[src/rtl/inst_loader_if.sv]
// Loader bus: program byte stream in, instruction-RAM write port and load status out.
// The loader (slave) accepts the stream and drives the writes; the testbench or host is the master.
interface inst_loader_if #(
  parameter int IW = 16,
  parameter int DW = 9
);
  logic          Start;
  logic [IW-1:0] BaseAddr;
  logic [7:0]    InData;
  logic          InValid;
  logic          InReady;
  logic          WrEn;
  logic [IW-1:0] WrAddr;
  logic [DW-1:0] WrData;
  logic [15:0]   WordCount;
  logic          Done;
  logic          Err;
  logic          CpuHold;

  modport master (
    output Start, BaseAddr, InData, InValid,
    input  InReady, WrEn, WrAddr, WrData, WordCount, Done, Err, CpuHold
  );

  modport slave (
    input  Start, BaseAddr, InData, InValid,
    output InReady, WrEn, WrAddr, WrData, WordCount, Done, Err, CpuHold
  );
endinterface

[src/rtl/inst_loader.sv]
// Program loader: 16-bit length then 2-byte words into instruction RAM; the write is registered one cycle after the hi byte.
// Backpressure: InReady is a pure state decode (high in LEN_*/DAT_*), so InValid gaps simply stall the FSM.
module inst_loader #(
  parameter int IW = 16,
  parameter int DW = 9
) (
  input logic         CLK,
  input logic         reset,
  inst_loader_if.slave bus
);

  typedef enum logic [2:0] {
    IDLE   = 3'd0,
    LEN_LO = 3'd1,
    LEN_HI = 3'd2,
    DAT_LO = 3'd3,
    DAT_HI = 3'd4,
    DONE   = 3'd5
  } state_t;

  typedef struct packed {
    logic [IW-1:0] addr;
    logic [DW-1:0] dat;
  } wr_t;

  state_t        state, state_nxt;
  logic [15:0]   len_q;
  logic [7:0]    lo_q;
  logic [IW-1:0] base_q;
  logic [15:0]   word_cnt;
  logic [15:0]   cnt_inc;
  logic          err_q;
  logic          wr_vld;
  wr_t           wr_q;
  logic          in_rdy;
  logic          xfer;
  logic          start_ok;

  always_comb begin
    state_nxt = state;
    in_rdy    = 1'b0;
    start_ok  = 1'b0;
    cnt_inc   = word_cnt + 16'd1;
    case (state)
      IDLE, DONE: begin
        start_ok = bus.Start;
        if (bus.Start) state_nxt = LEN_LO;
      end
      LEN_LO: begin
        in_rdy = 1'b1;
        if (bus.InValid) state_nxt = LEN_HI;
      end
      LEN_HI: begin
        in_rdy = 1'b1;
        if (bus.InValid)
          state_nxt = ({bus.InData, len_q[7:0]} == 16'd0) ? DONE : DAT_LO;
      end
      DAT_LO: begin
        in_rdy = 1'b1;
        if (bus.InValid) state_nxt = DAT_HI;
      end
      DAT_HI: begin
        in_rdy = 1'b1;
        if (bus.InValid) state_nxt = (cnt_inc == len_q) ? DONE : DAT_LO;
      end
      default: state_nxt = IDLE;
    endcase
    xfer = in_rdy & bus.InValid;
  end

  always_ff @(posedge CLK) begin
    if (reset) begin
      state    <= IDLE;
      len_q    <= '0;
      lo_q     <= '0;
      base_q   <= '0;
      word_cnt <= '0;
      err_q    <= 1'b0;
      wr_vld   <= 1'b0;
      wr_q     <= '0;
    end else begin
      state  <= state_nxt;
      wr_vld <= 1'b0;
      if (start_ok) begin
        base_q   <= bus.BaseAddr;
        word_cnt <= '0;
        err_q    <= 1'b0;
      end
      if (xfer) begin
        case (state)
          LEN_LO: len_q[7:0]  <= bus.InData;
          LEN_HI: len_q[15:8] <= bus.InData;
          DAT_LO: lo_q        <= bus.InData;
          DAT_HI: begin
            // Address wraps modulo 2**IW; a malformed hi byte is still written, only flagged.
            wr_vld      <= 1'b1;
            wr_q.addr   <= base_q + IW'(word_cnt);
            wr_q.dat    <= DW'({bus.InData[0], lo_q});
            word_cnt    <= cnt_inc;
            if (|bus.InData[7:1]) err_q <= 1'b1;
          end
          default: ;
        endcase
      end
    end
  end

  assign bus.InReady   = in_rdy;
  assign bus.WrEn      = wr_vld;
  assign bus.WrAddr    = wr_q.addr;
  assign bus.WrData    = wr_q.dat;
  assign bus.WordCount = word_cnt;
  assign bus.Done      = (state == DONE);
  assign bus.Err       = err_q;
  assign bus.CpuHold   = (state != DONE);

endmodule

[src/flat_wrapper.sv]
// flat-port wrapper written by rule: the top's interface ports become plain ports
module inst_loader_flat 
#(
  parameter int IW = 16,
  parameter int DW = 9
)
  (CLK, reset, bus_Start, bus_BaseAddr, bus_InData, bus_InValid, bus_InReady, bus_WrEn, bus_WrAddr, bus_WrData, bus_WordCount, bus_Done, bus_Err, bus_CpuHold);
  inst_loader_if #(.IW(IW), .DW(DW)) bus_i ();
  input logic CLK;
  input logic reset;
  input wire logic [$bits(bus_i.Start)-1:0] bus_Start;
  input wire logic [$bits(bus_i.BaseAddr)-1:0] bus_BaseAddr;
  input wire logic [$bits(bus_i.InData)-1:0] bus_InData;
  input wire logic [$bits(bus_i.InValid)-1:0] bus_InValid;
  output wire logic [$bits(bus_i.InReady)-1:0] bus_InReady;
  output wire logic [$bits(bus_i.WrEn)-1:0] bus_WrEn;
  output wire logic [$bits(bus_i.WrAddr)-1:0] bus_WrAddr;
  output wire logic [$bits(bus_i.WrData)-1:0] bus_WrData;
  output wire logic [$bits(bus_i.WordCount)-1:0] bus_WordCount;
  output wire logic [$bits(bus_i.Done)-1:0] bus_Done;
  output wire logic [$bits(bus_i.Err)-1:0] bus_Err;
  output wire logic [$bits(bus_i.CpuHold)-1:0] bus_CpuHold;
  assign bus_i.Start = bus_Start;
  assign bus_i.BaseAddr = bus_BaseAddr;
  assign bus_i.InData = bus_InData;
  assign bus_i.InValid = bus_InValid;
  assign bus_InReady = bus_i.InReady;
  assign bus_WrEn = bus_i.WrEn;
  assign bus_WrAddr = bus_i.WrAddr;
  assign bus_WrData = bus_i.WrData;
  assign bus_WordCount = bus_i.WordCount;
  assign bus_Done = bus_i.Done;
  assign bus_Err = bus_i.Err;
  assign bus_CpuHold = bus_i.CpuHold;
  inst_loader #(.IW(IW), .DW(DW)) u_core (.CLK(CLK), .reset(reset), .bus(bus_i));
endmodule
[config.mk]
export PLATFORM = sky130hd
export DESIGN_NAME = inst_loader_flat
export DESIGN_NICKNAME = d
export VERILOG_FILES = /design/src/rtl/inst_loader_if.sv /design/src/rtl/inst_loader.sv /design/src/flat_wrapper.sv
export SDC_FILE = /design/constraint.sdc
export NUM_CORES = 1
export LEC_CHECK = 0
export ABC_AREA = 0
export BUFFER_PORTS_ARGS = -buffer_cell sky130_fd_sc_hd__buf_4
export CAP_MARGIN = 15
export CORE_UTILIZATION = 55
export CTS_CLUSTER_DIAMETER = 120
export DETAILED_ROUTE_END_ITERATION = 10
export PLACE_DENSITY = 0.87
export REMOVE_ABC_BUFFERS = 1
export SYNTH_ARGS = -nofsm -noshare
export SYNTH_HDL_FRONTEND = slang
export SYNTH_SLANG_ARGS = --single-unit
[constraint.sdc]
create_clock -name CLK -period 5.55 [get_ports CLK]
set_input_delay 0 -clock CLK [delete_from_list [all_inputs] [get_ports CLK]]
set_output_delay 0 -clock CLK [all_outputs]
set_load 0.02 [all_outputs]
# Yosys cells after proc, flatten, opt, wreduce, memory -nomap -nowiden
# Index checks and enable logic that the tools add are counted.
[totals] reg_bits=86 elab_cells=55 in_bits=28
[classes] n_addsub=2 n_bitwise=2 n_reduce_logical=11 eq_ne=12 mux=18
[ops] operator="2-to-1 mux 16 bit" count=3
[ops] operator="2-to-1 mux 3 bit" count=7
[ops] operator="adder 16 x 1 -> 16 bit (second input constant)" count=1
[ops] operator="adder 16 bit" count=1
[ops] operator="== test 16 bit" count=1
[ops] operator="logical NOT 16 bit" count=1
[ops] operator="one-hot mux 3 bit (5 select lines)" count=1
[ops] operator="inequality test 2 bit (second input constant)" count=5
[ops] operator="AND reduction 2 bit" count=4
[ops] operator="2-to-1 mux 1 bit" count=7
[ops] operator="OR reduction 7 bit" count=1
[ops] operator="== test 3 x 2 -> 1 bit (second input constant)" count=2
[ops] operator="== test 3 bit (second input constant)" count=2
[ops] operator="AND reduction 5 bit" count=1
[ops] operator="OR reduction 2 bit" count=2
[ops] operator="OR reduction 4 bit" count=1
[ops] operator="== test 3 x 1 -> 1 bit (second input constant)" count=1
[ops] operator="logical NOT 3 bit" count=1
[ops] operator="inequality test 3 bit (second input constant)" count=1
[ops] operator="AND 1 bit" count=1
[ops] operator="NOT 1 bit" count=1

# Logic depth before layout (Yosys ltp)
[depth] word_depth=7 mapped_depth=10 mapped_depth_nobuf=10

# Least setup slack after synthesis
# No wires, ideal clock.
[synth_path] path_type="register to register" startpoint="register u_core.word_cnt[1] (netlist: u_core.bus.WordCount[1])" endpoint="register u_core.wr_q, in the netlist u_core.bus.WrAddr[15]" synth_period_minus_slack_ps=2455 t_arrival_ps=2333 setup_slack_ps=3095 path_stages_with_launch=9 cell_sequence="dfxtp_1 ha_1 a21o_1 a21o_1 a311oi_1 a32oi_1 a211oi_1 mux2i_1 nand3_1"
[synth_between] elab_chain_len=1
[synth_rtl] item="start, declared" line="inst_loader.sv:30" text="logic [15:0] word_cnt;"
[synth_rtl] item="start signal, assigned" line="inst_loader.sv:99" text="word_cnt <= cnt_inc;"
[synth_rtl] item="adder 16 bit" line="inst_loader.sv:97" text="wr_q.addr <= base_q + IW'(word_cnt);"
[synth_rtl] item="end, declared" line="inst_loader.sv:34" text="wr_t wr_q;"
# Every way passes these cells.
# A chain may end at the register's enable or synchronous reset.

# Worst setup path after layout
[layout_path] startpoint="register u_core.state[2]" endpoint="register u_core.word_cnt[12] (netlist: u_core.bus.WordCount[12])"
[layout_between] elab_chain_len=6 word_cells_on_any_way=14
[layout_rtl] item="start, declared" line="inst_loader.sv:26" text="state_t state, state_nxt;"
[layout_rtl] item="start signal, assigned" line="inst_loader.sv:82" text="state <= state_nxt;"
[layout_rtl] item="== test 3 bit / logical NOT 3 bit (equally long branches)" line="inst_loader.sv:44" text="case (state)"
[layout_rtl] item="OR reduction 2 bit" line="inst_loader.sv:44"
[layout_rtl] item="2-to-1 mux 1 bit" line="inst_loader.sv:44"
[layout_rtl] item="2-to-1 mux 16 bit" line="inst_loader.sv:84" text="if (start_ok) begin"
[layout_rtl] item="2-to-1 mux 16 bit" line="inst_loader.sv:90" text="case (state)"
[layout_rtl] item="2-to-1 mux 16 bit *" line="inst_loader.sv:89" text="if (xfer) begin"
# Every way passes the cells marked *; elsewhere a longest branch is shown, timed or not.

==> flow_metrics.env <==
export IMPL_status="complete, no violations"
export IMPL_worstSetupPathType="flip-flop to flip-flop"
export IMPL_syn_area_mm2=0.004424
export IMPL_clock_latency_ps=350
export IMPL_dr_first_iter_drc_count=327
export IMPL_crit_family="simple AND/OR/NAND/NOR gates"
export IMPL_tightest_slew_ps=1030
export IMPL_regToRegEndpoint="u_core.bus.WordCount[12]$_SDFF_PP0_"
export IMPL_drcViolationCount=0
export IMPL_cts_buffers=9
export IMPL_combPwrFrac_pct=10.6
export IMPL_vias=4154
export IMPL_hpwl_um=7433
export IMPL_die_area_mm2=0.008407
export IMPL_start_util_pct=56.96
export IMPL_path_buf_inv=1
export IMPL_max_stage_delay_ps=830
export IMPL_yosysWarnings=0
export IMPL_core_area_mm2=0.007767
export IMPL_yosys_register_bits=86
export IMPL_p_per_area_mw_per_mm2=234.1
export IMPL_power_switching_uw=301.1
export IMPL_endpoint="u_core.bus.WordCount[12]$_SDFF_PP0_"
export IMPL_routedLengthMet1_um=4821
export IMPL_fin_ws_ps=2169
export IMPL_hold_path_class="primary input to flip-flop"
export IMPL_gp_congestion=0.8907
export IMPL_grt_usage_pct=26.40
export IMPL_total_leakage_power_nw=2.205
export IMPL_top_layer_used="met4"
export IMPL_synth_common_cells="nand2_1 (132), dfxtp_1 (86), a21oi_1 (66)"
export IMPL_area_growth_pct=22.77
export IMPL_cp_cell_sequence="and2b_1, and2_1, nand2b_1, inv_1, nand2_1, o31ai_1"
export IMPL_yosys_area_top_type_share_pct=38.91
export IMPL_wire_per_inst_um=14.55
export IMPL_setup_viol=0
export IMPL_post_cts_buffers=0
export IMPL_fin_crit_sh_pct=60.91
export IMPL_rows=32
export IMPL_cts_clk_slew_worst_paths_ps=90
export IMPL_grt_pass1_wl_um=18020
export IMPL_post_place_ws_ps=2216
export IMPL_ir_worst_vdd_mv=0.1815
export IMPL_max_slew_margin_pct=31.34
export IMPL_drive_above_1_share_pct=15.63
export IMPL_synth_cell_type_count=56
export IMPL_finalMaxSlewViolations=0
export IMPL_synth_most_common_cell="nand2_1"
export IMPL_p_sw_share_pct=23.68
export IMPL_overflow=0
export IMPL_dr_wl_met2_um=5236
export IMPL_crit_fanout=26
export IMPL_antenna_found_initial=0
export IMPL_cp_slowest_cell="and2_1"
export IMPL_grt_pass1_vias=3905
export IMPL_syn_avg_cell_area_um2=7.972
export IMPL_ys_seq_area_share_pct=38.91
export IMPL_avgViaCountPerCell=5.598
export IMPL_ios=74
export IMPL_cp_startpoint="u_core.state[2]$_SDFFE_PP0P_"
export IMPL_final_hold_viol_count=0
export IMPL_critPathArrivalTime_ps=3650
export IMPL_power_frac_clock_pct=38.6
export IMPL_die_w_um=91.69
export IMPL_firstDrtPassIters=5
export IMPL_r2r_cells=6
export IMPL_drtAntennaViolNets=0
export IMPL_critPathLaunchType="flip-flop"
export IMPL_cts_resized=0
export IMPL_synth_edf_count=0
export IMPL_cts_sinks=86
export IMPL_setup_tns_final_ps=0
export IMPL_clockRootBuffer="clkbuf_8"
export IMPL_drv_cap=0
export IMPL_p_int_uw=970.6
export IMPL_synthTopCellsByArea="dfxtp_1 (39%), nand2_1 (11%), a21oi_1 (7.5%)"
export IMPL_drt_total_wl_um=10800
export IMPL_antennaDiodeCount=0
export IMPL_hold_buffers=25
export IMPL_synthCells=555
export IMPL_critical_path_cell_count=6
export IMPL_io_buffers=73
export IMPL_synth_area_leader_cell="dfxtp_1"
export IMPL_rsz0062_at_grt="no"
export IMPL_synth_flop_cell="dfxtp_1"
export IMPL_layout_nets=681
export IMPL_grt_max_degree=71
export IMPL_async_flop_share_pct=0
export IMPL_cts_buffer_depth=2
export IMPL_skew_ps=9.148
export IMPL_wl_met3_um=549
export IMPL_htree_levels=3
export IMPL_reg2reg_from="u_core.state[2]$_SDFFE_PP0P_"
export IMPL_required_ps=5820
export IMPL_period_needed_ps=3381
export IMPL_p_seq_share_pct=50.8
export IMPL_clock_fmax_ghz=0.2958
export IMPL_cts_tree="yes"
export IMPL_die_height_um=91.69
export IMPL_ff2ff_setup_slack_ps=2170
export IMPL_cp_end_kind="flip-flop"
final cells by class:
cell class / instances / area [µm²]
multi-input cells: 430 / 2512
fillers: 616 / 2336
flip-flops and latches: 86 / 1722
repair buffers: 100 / 813.3
clock buffers: 12 / 155.1
well taps: 102 / 127.6
clock inverters: 3 / 67.56
inverters: 9 / 33.78
how the worst min path moves through the flow:
stage	from	to	cells past startpoint
floorplan	reset	u_core.state[2]$_SDFFE_PP0P_	1
detailed placement	bus_BaseAddr[0]	u_core.base_q[0]$_SDFFE_PP0P_	3
CTS	bus_InValid	u_core.state[0]$_SDFFE_PP0P_	3
global placement	bus_BaseAddr[5]	u_core.base_q[5]$_SDFFE_PP0P_	3
finish	bus_InValid	u_core.state[0]$_SDFFE_PP0P_	3
global route	bus_InValid	u_core.state[0]$_SDFFE_PP0P_	3
per-layer routing:
metal / track usage, % / vias to the layer above
li1: - / 2073
met1: 32.85 / 1929
met2: 45.61 / 131
met3: 5.141 / 21
met4: 9.115 / 0
met5: 0 / -
tightest hold or removal path, delay by kind of cell:
kind            cells  cell delay [ps]
buf+inv             1              130
simple gates        1              120
compound gates      1               90
cell families after synthesis:
family	share of synthesized area, %
AND/OR/NAND/NOR	23.70
buffers and inverters	4.440
XOR/XNOR	8.314
multiplexers	2.517
flip-flops	38.91
adder cells (fa/ha/maj)	4.977
AO/OA/AOI/OAI	17.14
metrics by stage:
| stage | instance area (µm²) | utilization [%] | cells | hold WS [ps] | total power [mW] |
|---|---|---|---|---|---|
| CTS | 5416 | 69.73 | 740 | 22.10 | 1.276 |
| detailed placement | 4943 | 63.64 | 700 | 255.3 | 0.7796 |
| floorplan | 4262 | - | 525 | 64.65 | 0.7293 |
| finish | 5431 | 69.93 | 742 | 36.21 | 1.272 |
| global route | 5431 | 69.93 | 742 | 72.10 | 1.322 |
| global placement | 4943 | 63.64 | 700 | 248.6 | 0.7745 |
state kept, by name (all words and copies together) (netlist names):
name and cells:
u_core.bus.WrAddr 16, u_core.bus.WrEn 1, u_core.state 3, u_core.len_q 16, u_core.bus.WordCount 16, u_core.bus.WrData 9
u_core.lo_q 8, u_core.bus.Err 1, u_core.base_q 16
power groups by stage:
stage               sequential [mW]  clock [mW]  combinational [mW]
finish                        0.647       0.491               0.134
global route                  0.649       0.524               0.149
CTS                           0.646       0.497               0.133
detailed placement            0.661           0               0.119
global placement              0.660           0               0.115
floorplan                     0.657           0              0.0723
layout by cell type, fill, tap and decap left out, types with 4 or more instances in the layout:
| cell | count |
|---|---|
| o21a_1 | 4 |
| clkbuf_8 | 11 |
| nor4_1 | 5 |
| o21ai_0 | 24 |
| a211oi_1 | 5 |
| and2_1 | 5 |
| a21o_1 | 4 |
| xnor2_1 | 29 |
| and3_1 | 4 |
| inv_1 | 9 |
| dlygate4sd3_1 | 25 |
| xor2_1 | 13 |
| a21oi_1 | 66 |
| dfxtp_1 | 86 |
| buf_4 | 73 |
| o31ai_1 | 7 |
| ha_1 | 16 |
| nor3_1 | 11 |
| nand3_1 | 12 |
| mux2i_1 | 10 |
| nand2_1 | 132 |
| nor2_1 | 33 |
| nand4_1 | 5 |
| or3_1 | 7 |
Note: power is estimated with default switching activity, not from simulation.
